==> src/rtl/rshift_seq_if.sv <==
`default_nettype none
// ============================================================================
// Module   : rshift_seq_if
// Purpose  : Operand/result bundle for the sequential right shifter. Keeps the
//            init/portA/portB/out/DONE style shared with the left shifter.
// Signals  : init  - start request (level, sampled while idle)
//            arith - 0 logical / 1 arithmetic, sampled with init
//            portA - operand, portB - unsigned shift amount
//            out   - registered result, DONE - result valid
//            busy  - operation in progress or result being held
// Modports : master - requester side, slave - shifter side
// Revision : 1.0 - initial release
// ============================================================================
interface rshift_seq_if #(
  parameter int WIDTH = 3
);
  logic             init;
  logic             arith;
  logic [WIDTH-1:0] portA;
  logic [WIDTH-1:0] portB;
  logic [WIDTH-1:0] out;
  logic             DONE;
  logic             busy;

  modport master (
    output init,
    output arith,
    output portA,
    output portB,
    input  out,
    input  DONE,
    input  busy
  );

  modport slave (
    input  init,
    input  arith,
    input  portA,
    input  portB,
    output out,
    output DONE,
    output busy
  );
endinterface
`default_nettype wire

==> src/rtl/rshift_seq.sv <==
`default_nettype none
// ============================================================================
// Module   : rshift_seq
// Purpose  : Sequential right shifter. Shifts portA right by portB positions,
//            one position per clock, in logical (zero-fill) or arithmetic
//            (sign-fill) mode, under an init/DONE handshake.
// Ports    : clk   - system clock, rising edge
//            rst_n - asynchronous active-low reset
//            bus   - rshift_seq_if.slave (init, arith, portA, portB in;
//                    out, DONE, busy out)
// Timing   : DONE rises min(portB, WIDTH) + 1 edges after the load edge and
//            holds until init is seen low; out keeps the last result.
// Revision : 1.0 - initial release
// ============================================================================
module rshift_seq #(
  parameter int WIDTH = 3
) (
  input  logic          clk,
  input  logic          rst_n,
  rshift_seq_if.slave   bus
);

  // Counter must hold values 0..WIDTH inclusive.
  localparam int CNT_W = $clog2(WIDTH + 1);

  localparam logic [CNT_W-1:0] C_CNT_MAX   = CNT_W'(WIDTH);
  localparam logic [CNT_W-1:0] C_CNT_ONE   = CNT_W'(1);
  localparam logic [WIDTH-1:0] C_AMT_LIMIT = WIDTH'(WIDTH);

  typedef enum logic [1:0] {
    S_IDLE   = 2'd0,
    S_SHIFT  = 2'd1,
    S_FINISH = 2'd2
  } state_t;

  state_t           state_q, state_d;
  logic [WIDTH-1:0] data_q,  data_d;
  logic             arith_q, arith_d;
  logic [CNT_W-1:0] cnt_q,   cnt_d;
  logic [WIDTH-1:0] out_q,   out_d;
  logic             done_q,  done_d;

  logic             fill_bit;
  logic [CNT_W-1:0] load_cnt;

  // Sign fill only in arithmetic mode; the MSB of the working register is
  // the sign because every previous shift already replicated it.
  assign fill_bit = arith_q & data_q[WIDTH-1];

  // Clamp the shift amount so oversize shifts take at most WIDTH cycles;
  // WIDTH shifts already yield all-fill, so further shifts change nothing.
  always_comb begin
    load_cnt = C_CNT_MAX;
    if (bus.portB <= C_AMT_LIMIT) begin
      load_cnt = bus.portB[CNT_W-1:0];
    end
  end

  // --------------------------------------------------------------------------
  // State register
  // --------------------------------------------------------------------------
  always_ff @(posedge clk or negedge rst_n) begin
    if (!rst_n) begin
      state_q <= S_IDLE;
      data_q  <= '0;
      arith_q <= 1'b0;
      cnt_q   <= '0;
      out_q   <= '0;
      done_q  <= 1'b0;
    end else begin
      state_q <= state_d;
      data_q  <= data_d;
      arith_q <= arith_d;
      cnt_q   <= cnt_d;
      out_q   <= out_d;
      done_q  <= done_d;
    end
  end

  // --------------------------------------------------------------------------
  // Next-state and datapath
  // --------------------------------------------------------------------------
  always_comb begin
    state_d = state_q;
    data_d  = data_q;
    arith_d = arith_q;
    cnt_d   = cnt_q;
    out_d   = out_q;
    done_d  = done_q;

    case (state_q)
      S_IDLE: begin
        // Operands are captured here only; later changes on the bus are
        // ignored until the next operation.
        if (bus.init) begin
          data_d  = bus.portA;
          arith_d = bus.arith;
          cnt_d   = load_cnt;
          state_d = S_SHIFT;
        end
      end

      S_SHIFT: begin
        if (cnt_q != '0) begin
          data_d = {fill_bit, data_q[WIDTH-1:1]};
          cnt_d  = cnt_q - C_CNT_ONE;
        end else begin
          out_d   = data_q;
          done_d  = 1'b1;
          state_d = S_FINISH;
        end
      end

      S_FINISH: begin
        // A held init never restarts; the requester must drop it first.
        if (!bus.init) begin
          done_d  = 1'b0;
          state_d = S_IDLE;
        end
      end

      default: begin
        done_d  = 1'b0;
        state_d = S_IDLE;
      end
    endcase
  end

  assign bus.out  = out_q;
  assign bus.DONE = done_q;
  assign bus.busy = (state_q == S_SHIFT) || (state_q == S_FINISH);

endmodule
`default_nettype wire

==> src/flat_wrapper.sv <==
// flat-port wrapper written by rule: the top's interface ports become plain ports
module rshift_seq_flat 
#(
  parameter int WIDTH = 3
)
  (clk, rst_n, bus_init, bus_arith, bus_portA, bus_portB, bus_out, bus_DONE, bus_busy);
  rshift_seq_if #(.WIDTH(WIDTH)) bus_i ();
  input  logic clk;
  input  logic rst_n;
  input wire logic [$bits(bus_i.init)-1:0] bus_init;
  input wire logic [$bits(bus_i.arith)-1:0] bus_arith;
  input wire logic [$bits(bus_i.portA)-1:0] bus_portA;
  input wire logic [$bits(bus_i.portB)-1:0] bus_portB;
  output wire logic [$bits(bus_i.out)-1:0] bus_out;
  output wire logic [$bits(bus_i.DONE)-1:0] bus_DONE;
  output wire logic [$bits(bus_i.busy)-1:0] bus_busy;
  assign bus_i.init = bus_init;
  assign bus_i.arith = bus_arith;
  assign bus_i.portA = bus_portA;
  assign bus_i.portB = bus_portB;
  assign bus_out = bus_i.out;
  assign bus_DONE = bus_i.DONE;
  assign bus_busy = bus_i.busy;
  rshift_seq #(.WIDTH(WIDTH)) u_core (.clk(clk), .rst_n(rst_n), .bus(bus_i));
endmodule
==> config.mk <==
export PLATFORM = sky130hd
export DESIGN_NAME = rshift_seq_flat
export DESIGN_NICKNAME = d
export VERILOG_FILES = /design/src/rtl/rshift_seq_if.sv /design/src/rtl/rshift_seq.sv /design/src/flat_wrapper.sv
export SDC_FILE = /design/constraint.sdc
export NUM_CORES = 1
export LEC_CHECK = 0
export CAP_MARGIN = 25
export CORE_MARGIN = 2
export CORE_UTILIZATION = 39
export CTS_CLUSTER_SIZE = 20
export DETAILED_ROUTE_END_ITERATION = 8
export PLACE_DENSITY = 0.6
export SLEW_MARGIN = 5
export SYNTH_ARGS = -nofsm -noshare
export SYNTH_HDL_FRONTEND = slang
export SYNTH_SLANG_ARGS = --single-unit
==> constraint.sdc <==
create_clock -name clk -period 3.3 [get_ports clk]
set_clock_uncertainty 0.15 [all_clocks]
set_input_delay 0.99 -clock clk [delete_from_list [all_inputs] [get_ports clk]]
set_output_delay 0.99 -clock clk [all_outputs]
set_load 0.01 [all_outputs]
==> results of run 1 <==
[power by group]
group | switching [W] | internal (W)
clock | 0.0000516 | 0.0000671
sequential | 0.0000435 | 0.000218
combinational | 0.000191 | 0.000227
total | 0.000286 | 0.000512
[layout make-up]
cell class / instances / area (µm²)
Clock buffer: 4 / 36.3
Fill cell: 131 / 701
Inverter: 8 / 30.0
Multi-Input combinational cell: 40 / 332
Sequential cell: 12 / 300
Tap cell: 16 / 20.0
Timing Repair Buffer: 14 / 140
[through the flow]
step                      instances  instance area (µm²)
final                            94                  858
after global routing             94                  858
after CTS                        94                  858
after detailed placement         90                  822
after global placement           90                  822
after floorplan                  61                  667
[layer usage]
layer / vias to the layer above / global-route usage (%) / routed length [µm]
met5: - / 0 / 0
met4: 0 / 7.06 / 9
met3: 2 / 6.00 / 60
met2: 12 / 22.6 / 578
met1: 216 / 18.2 / 623
li1: 248 / - / -
[critical path, cell delays in order, from the launching register on]
cell and delay (ns):
dfrtp_1 0.38, inv_1 0.08, ha_1 0.28, clkdlybuf4s50_1 0.52
[final timing paths]
check	to	slack (ns)	cells past startpoint
worst min register to register	u_core.bus.out[1]	0.34	1
worst max register to register	u_core.cnt_q[1]	1.29	5
max in group asynchronous	u_core.bus.out[1]	1.71	1
min in group asynchronous	u_core.arith_q	0.91	1
worst max-delay path	bus_busy	0.62	3
worst min-delay path	u_core.bus.out[1]	0.34	1
[cell usage in the layout (no fill, tap or decap)]
cell type | Yosys | final
clkdlybuf4s50_1 | 0 | 14
dfrtp_1 | 12 | 12
nor2b_1 | 1 | 1
ha_1 | 5 | 5
nand2_1 | 3 | 3
a221o_1 | 1 | 1
clkbuf_8 | 0 | 1
o32ai_1 | 1 | 1
a22o_1 | 1 | 1
o22ai_1 | 1 | 1
or2_1 | 1 | 1
o21ai_0 | 2 | 2
nand3b_1 | 2 | 2
mux2_4 | 1 | 1
mux2i_1 | 1 | 1
inv_1 | 8 | 8
nor2_1 | 1 | 1
clkbuf_4 | 0 | 3
o21ai_1 | 2 | 2
nor3_1 | 1 | 1
nor3b_2 | 1 | 1
mux2_1 | 6 | 6
a221oi_1 | 1 | 1
nand2b_1 | 1 | 1
mux2_2 | 2 | 2
a21oi_1 | 5 | 5
[flip-flops by register name, summed over array words and instances, names as in the netlist]
register / count
u_core.arith_q: 1
u_core.state_q: 2
u_core.cnt_q: 2
u_core.data_q: 3
u_core.bus.out: 3
u_core.bus.DONE: 1
[kinds of logic (layout without fill, tap and decap cells)]
group / after synthesis / in the layout / synth area share (%)
compound gates: 14 / 14 / 13.1
fa+ha+maj: 5 / 5 / 9.38
buf+inv: 9 / 26 / 5.25
flops: 12 / 12 / 45.0
mux: 10 / 10 / 17.3
simple gates: 11 / 11 / 9.94
==> metrics.txt, run 1 <==
outcome finished, final reports clean; Post-CTS Resized 0; Final Hold Vio Count 0; hold_sp u_core.bus.out[1]; Least-Margin Pin Slew 0.552 ns; Via-to-Cell Ratio 5.09; IO buf count 14; initial antenna violation count 0; Rows 14; CTS max path bufs 2; RSZ-0062 raised after global routing false; CTS tree yes; ys flop type dfrtp_1; Yosys cell types 24; critical path fanouts, max 3; synthesized flop and latch total 12; initial core utilization 42.8%; Clk Latency, worst-skew pair between 0.2 and 0.3 ns; CTS Buf Count 3; RR Startpoint u_core.state_q[1]; post-synth top area share 45.0%; DRC Markers 0; vias in the first global route 497; Power, Total ~0.0008 W; Setup WS pre-CTS about 0.62 ns; Max Cap Violations 0; clock-pin slew on the worst setup and hold paths 0.09 ns; Post-Route WL 1270 µm; final hold slack 0.344 ns; Root Buffer clkbuf_4; Total GRT Usage 14.8%; pwr/cell area 931 mW/mm²; worst setup margin 0.620 ns; Req. time, crit path 2.16 ns; Die H 45.4 µm; first-pass GRT wire length 2100 µm; IO Pins 15; DP HPWL 908 µm; min Tclk post-route ~2.7 ns; instance count of the mapped netlist 61; GPL Wtd Cong 0.803; htree depth 1; Worst Setup End Kind primary output; Pleak 0.385 nW; relative slew slack a little over three fifths; Syn Area/Cell 10.9 µm²; Layout area overhead 28.7%; Post-Syn Area 667 µm²; TNS Setup 0 ns; Post-synth EDFFs 0; CTS sink cnt 12; most frequent cell after synthesis dfrtp_1; share of cells above drive strength 1 10.3%; count of nets after finishing 94; core area ~0.0016 mm²; Syn. warnings 0; WS Path Type reg2out; largest net degree at the start of global routing 15; n_diodes 0; Post-CTS Setup Bufs 0; Worst setup SP type flop; VDD IR max approximately 0.47 mV; Pre-antenna DRT Iters 2; Wirelength per Cell 13.5 µm; FMAX 373 MHz; area leader, netlist dfrtp_1; CP startpoint u_core.state_q[0]; initial drt markers 5; Die ar. 0.00206 mm²; DR vias 478; fin util 55.1%; dominant cells by area after synthesis dfrtp_1 (45%), mux2_1 (10%), ha_1 (9.4%); Die X-Extent 45.4 µm; sequential fraction of the synthesis area 45.0%; Final setup viols 0; CTS Hold Bufs 0; grt ovf 0; Hold/Removal Path Class reg2reg; Post-synth top cells dfrtp_1 (12), inv_1 (8), mux2_1 (6), a21oi_1 (5), ha_1 (5); ys async rst share 100%; Worst EP arrival between 1.5 and 2 ns; Tcrit/Tclk final between 80% and 90%; DRT antenna net count 0; Post-Syn Nets 76; Slew Limit Fails 0
(Power assumes the default switching activity.)
==> run 2, diff against run 1 <==
--- a/config.mk
+++ b/config.mk
@@ -10,7 +10,7 @@
 export CORE_UTILIZATION = 39
 export CTS_CLUSTER_SIZE = 20
 export DETAILED_ROUTE_END_ITERATION = 8
-export PLACE_DENSITY = 0.6
+export PLACE_DENSITY = 0.63
 export SLEW_MARGIN = 5
 export SYNTH_ARGS = -nofsm -noshare
 export SYNTH_HDL_FRONTEND = slang
==> constraint.sdc (replaced) <==
create_clock -name clk -period 2.2 [get_ports clk]
set_clock_uncertainty 0.15 [all_clocks]
set_input_delay 0.66 -clock clk [delete_from_list [all_inputs] [get_ports clk]]
set_output_delay 0.66 -clock clk [all_outputs]
set_load 0.01 [all_outputs]
==> run 2 against run 1 <==
Critical path depth unchanged; die area unchanged; global-route usage down 0.12 points; sequential share of layout area down 1.1 points; sequential cell count unchanged; final cell count up 4.3%; count of clock-buffer cells in the layout unchanged.
==> metrics.txt, run 2 (same netlist as run 1, synthesis figures left out) <==
initial core utilization 42.8% (unchanged); FMAX 475 MHz; min Tclk post-route 2.10 ns; register-to-register setup slack 0.37 ns (was 1.29 ns); fin util 56.9% (was 55.1%); count of nets after finishing 98 (was 94); final non-filler cell total 98 (was 94); DR vias 502 (was 478); GPL Wtd Cong 0.792 (was 0.803); most frequent cells in the layout clkdlybuf4s50_1 (13), dfrtp_1 (12), inv_1 (8) (was clkdlybuf4s50_1 (14), dfrtp_1 (12), inv_1 (8)); IO buf count 14 (unchanged); Pleak 0.406 nW (was 0.385 nW); CTS tree yes (unchanged); share of cells above drive strength 1 14.6% (was 10.3%); Req. time, crit path 1.39 ns (was 2.16 ns); DRC Markers 0 (unchanged); htree depth 1 (unchanged); DRT antenna net count 0 (unchanged); vias in the first global route 466 (was 497); Total GRT Usage 14.7% (was 14.8%); Die ar. 0.00206 mm² (unchanged); Placed Cells 93 (was 90); Layout area overhead 33.0% (was 28.7%); first-pass GRT wire length 2070 µm (was 2100 µm); most common cell after layout, fill and taps aside clkdlybuf4s50_1 (unchanged); critical path fanouts, max 4 (was 3); delay-heaviest family, CP buffers and inverters (unchanged); n_diodes 0 (unchanged); Final setup viols 0 (unchanged); Die H 45.4 µm (unchanged); CP peak stage delay 0.38 ns (was 0.52 ns); initial antenna violation count 0 (unchanged); WS Path Type reg2out (unchanged); IO Pins 15 (unchanged); Clk Latency, worst-skew pair 0.28 ns (about the same); initial drt markers 8 (was 5); Pre-antenna DRT Iters 4 (was 2); grt ovf 0 (unchanged); Slew Limit Fails 0 (unchanged); Hold/Removal Path Class reg2reg (unchanged); relative slew slack 62.4% (was 63.1%); core area 0.00156 mm² (unchanged); CTS Buf Count 3 (unchanged); Least-Margin Pin Slew 0.562 ns (was 0.552 ns); Die X-Extent 45.4 µm (unchanged); CTS Hold Bufs 0 (unchanged); Worst Setup End Kind primary output (unchanged); Via-to-Cell Ratio 5.12 (was 5.09); outcome finished, final reports clean (unchanged); Root Buffer clkbuf_4 (unchanged); Final Hold Vio Count 0 (unchanged); crit-path cells inv_1 > ha_1 > dlygate4sd2_1 (was inv_1 > ha_1 > clkdlybuf4s50_1); Power, Total 0.00121 W (was 0.000799 W); Rows 14 (unchanged); Buffers & Inverters on Critical Path 2 (unchanged); DP HPWL 935 µm (was 908 µm); final hold slack 0.345 ns (was 0.344 ns); largest net degree at the start of global routing 13 (was 15); RSZ-0062 raised after global routing false (unchanged); Tcrit/Tclk final approximately 96%; Worst setup SP type flop (unchanged); Crit-path slowest cell dfrtp_1 (was clkdlybuf4s50_1); Wirelength per Cell 12.7 µm (was 13.5 µm); Max Cap Violations 0 (unchanged); CTS sink cnt 12 (unchanged); Post-Route WL 1250 µm (was 1270 µm); VDD IR max 0.535 mV (was 0.468 mV); pwr/cell area 1370 mW/mm² (was 931 mW/mm²); clock-pin slew on the worst setup and hold paths 0.08 ns (was 0.09 ns); Worst EP arrival 1.29 ns (was 1.54 ns); CTS max path bufs 2 (unchanged)
run 2: cell count changes in the layout (fill, tap and decap cells not counted), sizes merged:
cell           before  now
buf                 0    4
clkdlybuf4s50      14   13
dlygate4sd2         0    1
run 2: path summary, 6_finish.rpt:
check                               endpoint              start  cells after the start
max                                 bus_busy  u_core.state_q[1]                      3
min                        u_core.bus.out[0]   u_core.data_q[0]                      1
max reg2reg                u_core.state_q[0]  u_core.state_q[1]                      5
min reg2reg                u_core.bus.out[0]   u_core.data_q[0]                      1
max in group asynchronous  u_core.bus.out[1]              rst_n                      1
min in group asynchronous     u_core.arith_q              rst_n                      1
run 2: layout make-up:
cell class	count	area [µm²]
Fill cell	139	672
Multi-Input combinational cell	40	332
Sequential cell	12	300
Timing Repair Buffer	18	169
Clock buffer	4	36.3
Inverter	8	30.0
Tap cell	16	20.0
run 2: metrics by stage:
step,setup WS (ns),setup TNS [ns],instance area (µm²)
2_1_floorplan,0.491,0,667
3_3_place_gp,0.00214,0,845
3_5_place_dp,-0.0234,-0.0428,845
4_1_cts,0.0785,0,887
5_1_grt,0.0133,0,887
6_report,0.0950,0,887
run 2: what timing repair did:
action                                  CTS  global route
gates resized for setup                   1             0
endpoints found under the setup margin    1             0
buffers inserted                          1             0
run 2: worst reg2reg max path: cells and delay by family, from the launching register on:
family / cells / cell delay (ns)
and+or+nand+nor: 1 / 0.24
buffers and inverters: 1 / 0.12
muxes: 1 / 0.31
adders and majority gates: 1 / 0.33
DFF: 1 / 0.38
AOI/OAI and AO/OA: 1 / 0.20
run 2: where the power goes:
group / leakage [nW] / total, W / switching [W] / internal (W)
combinational: 0.238 / 0.000647 / 0.000293 / 0.000354
sequential: 0.147 / 0.000386 / 0.0000593 / 0.000327
clock: 0.0210 / 0.000181 / 0.0000801 / 0.000101
run 2: layer usage:
metal,global-route usage [%],vias to the layer above,routed length [µm]
li1,-,256,-
met1,19.6,231,638
met2,20.3,11,530
met3,4.00,4,49
met4,10.6,0,29
met5,0,-,0
==> run 3, diff against run 2 <==
--- a/config.mk
+++ b/config.mk
@@ -10,6 +10,7 @@
 export CORE_UTILIZATION = 39
 export CTS_CLUSTER_SIZE = 20
 export DETAILED_ROUTE_END_ITERATION = 8
+export GPL_TIMING_DRIVEN = 1
 export PLACE_DENSITY = 0.63
 export SLEW_MARGIN = 5
 export SYNTH_ARGS = -nofsm -noshare
==> constraint.sdc (replaced) <==
create_clock -name clk -period 2.2 [get_ports clk]
set_clock_uncertainty 0.15 [all_clocks]
set_input_delay 0.66 -clock clk [delete_from_list [all_inputs] [get_ports clk]]
set_output_delay 0.66 -clock clk [all_outputs]
set_load 0.005 [all_outputs]
==> run 3 against run 2 <==
Utilization stayed put; sequential share of layout area stayed put; fmax is 2.7% higher; critical path depth stayed put; register-to-register slack hardly changed; worst setup slack better by 0.054 ns; critical endpoint unchanged; largest cell class unchanged; highest routed layer unchanged.
==> metrics.txt, run 3 (same netlist as run 1, synthesis figures left out) <==
Tcrit/Tclk final 93.2% (was 95.7%); initial drt markers 8 (unchanged); VDD IR max 0.544 mV (was 0.535 mV); Pre-antenna DRT Iters 4 (unchanged); DRC Markers 0 (unchanged); power share of the clock group 15.1% (was 14.9%); htree depth 1 (unchanged); Seq pwr share 32.5% (was 31.8%); register-to-register setup slack 0.36 ns (was 0.37 ns); Req. time, crit path 1.39 ns (about the same); grt ovf 0 (unchanged); DP HPWL 935 µm (unchanged); Max Cap Violations 0 (unchanged); Least-Margin Pin Slew 0.562 ns (unchanged); final non-filler cell total 98 (unchanged); Switching Share 34.7% (was 35.6%); Slew Limit Fails 0 (unchanged); CTS Hold Bufs 0 (unchanged); initial antenna violation count 0 (unchanged); GPL Wtd Cong 0.792 (unchanged); CTS max path bufs 2 (unchanged); min Tclk post-route 2.05 ns (was 2.10 ns); Worst setup SP type flop (unchanged); most frequent cells in the layout clkdlybuf4s50_1 (13), dfrtp_1 (12), inv_1 (6), mux2_1 (6) (was clkdlybuf4s50_1 (13), dfrtp_1 (12), inv_1 (8)); RSZ-0062 raised after global routing false (unchanged); Worst Setup End Kind primary output (unchanged); FMAX 488 MHz (was 475 MHz); TNS Setup 0 ns (unchanged); Placed Cells 93 (unchanged); Final Hold Vio Count 0 (unchanged); n_diodes 0 (unchanged); Post-Route WL 1250 µm (about the same); pwr/cell area 1350 mW/mm² (was 1370 mW/mm²); largest net degree at the start of global routing 13 (unchanged); P_int 0.000782 W (about the same); Die ar. 0.00206 mm² (unchanged); Power, Total 0.00120 W (was 0.00121 W); Total GRT Usage 14.7% (unchanged); relative slew slack 62.4% (unchanged); Die X-Extent 45.4 µm (unchanged); Via-to-Cell Ratio 5.12 (unchanged); WS Path Type reg2out (unchanged); CTS sink cnt 12 (unchanged); fillers 139 (unchanged); Pleak 0.405 nW (was 0.406 nW); Wirelength per Cell 12.7 µm (about the same); Layout area overhead 33.0% (unchanged); most common cell after layout, fill and taps aside clkdlybuf4s50_1 (unchanged); Final setup viols 0 (unchanged); final hold slack 0.345 ns (unchanged); IO Pins 15 (unchanged); Worst EP arrival 1.24 ns (was 1.29 ns); outcome finished, final reports clean (unchanged); Root Buffer clkbuf_4 (unchanged); Clk Latency, worst-skew pair 0.28 ns (about the same); Rows 14 (unchanged); CTS tree yes (unchanged); initial core utilization 42.8% (unchanged); first-pass GRT wire length 2070 µm (unchanged); share of cells above drive strength 1 17.1% (was 14.6%); IO buf count 14 (unchanged); critical path fanouts, max 3 (was 4); NetSw 0.000415 W (was 0.000432 W); count of nets after finishing 98 (unchanged); Die H 45.4 µm (unchanged); Comb pwr share 52.4% (was 53.3%); vias in the first global route 466 (unchanged); CTS Buf Count 3 (unchanged); Hold/Removal Path Class reg2reg (unchanged); DRT antenna net count 0 (unchanged); DR vias 502 (unchanged); fin util 56.9% (unchanged); clock-pin slew on the worst setup and hold paths 0.08 ns (about the same); core area 0.00156 mm² (unchanged)
-- run 3: cell counts in the layout (fill, tap and decap cells not counted) --
Identical to the previous run, type by type.
-- run 3: area by class of cell --
class | instances | area, µm² | area share [%]
clock buffer | 4 | 36.3 | 4.09
tap | 16 | 20.0 | 2.26
multi-input combinational | 40 | 332 | 37.4
inverter | 8 | 30.0 | 3.39
sequential | 12 | 300 | 33.9
timing repair buffer | 18 | 169 | 19.0
-- run 3: power by group through the flow --
stage	combinational [W]	sequential, W	clock, W
final	0.000627	0.000389	0.000181
after global routing	0.000703	0.000405	0.000195
after CTS	0.000635	0.000390	0.000187
after detailed placement	0.000629	0.000393	0
after global placement	0.000615	0.000394	0
after floorplan	0.000422	0.000383	0
-- run 3: timing repair --
action,CTS,global route
gates resized for setup,3,0
buffers inserted,1,0
endpoints found under the setup margin,1,0
-- run 3: final timing paths --
kind / start / end / cells past startpoint
min in group asynchronous: rst_n / u_core.arith_q / 1
min reg2reg: u_core.data_q[0] / u_core.bus.out[0] / 1
max: u_core.state_q[0] / bus_busy / 3
min: u_core.data_q[0] / u_core.bus.out[0] / 1
max in group asynchronous: rst_n / u_core.bus.out[1] / 1
max reg2reg: u_core.state_q[0] / u_core.cnt_q[1] / 6
-- run 3: layer usage --
metal	part of all wire [%]	global-route usage (%)	up-vias
li1	-	-	256
met5	0	0	-
met3	3.9	4.00	4
met1	51	19.6	231
met2	42	20.3	11
met4	2.3	10.6	0
-- run 3: critical path: stages, from the launching register on --
cell and delay [ns]:
dfrtp_1 0.37, inv_2 0.06, ha_1 0.28, dlygate4sd2_1 0.26
-- run 3: metrics by stage --
step,worst slack [ns],area [µm²]
2_1_floorplan,0.491,667
3_5_place_dp,-0.0234,845
6_report,0.149,887
4_1_cts,0.134,887
3_3_place_gp,0.00214,845
5_1_grt,0.0907,887
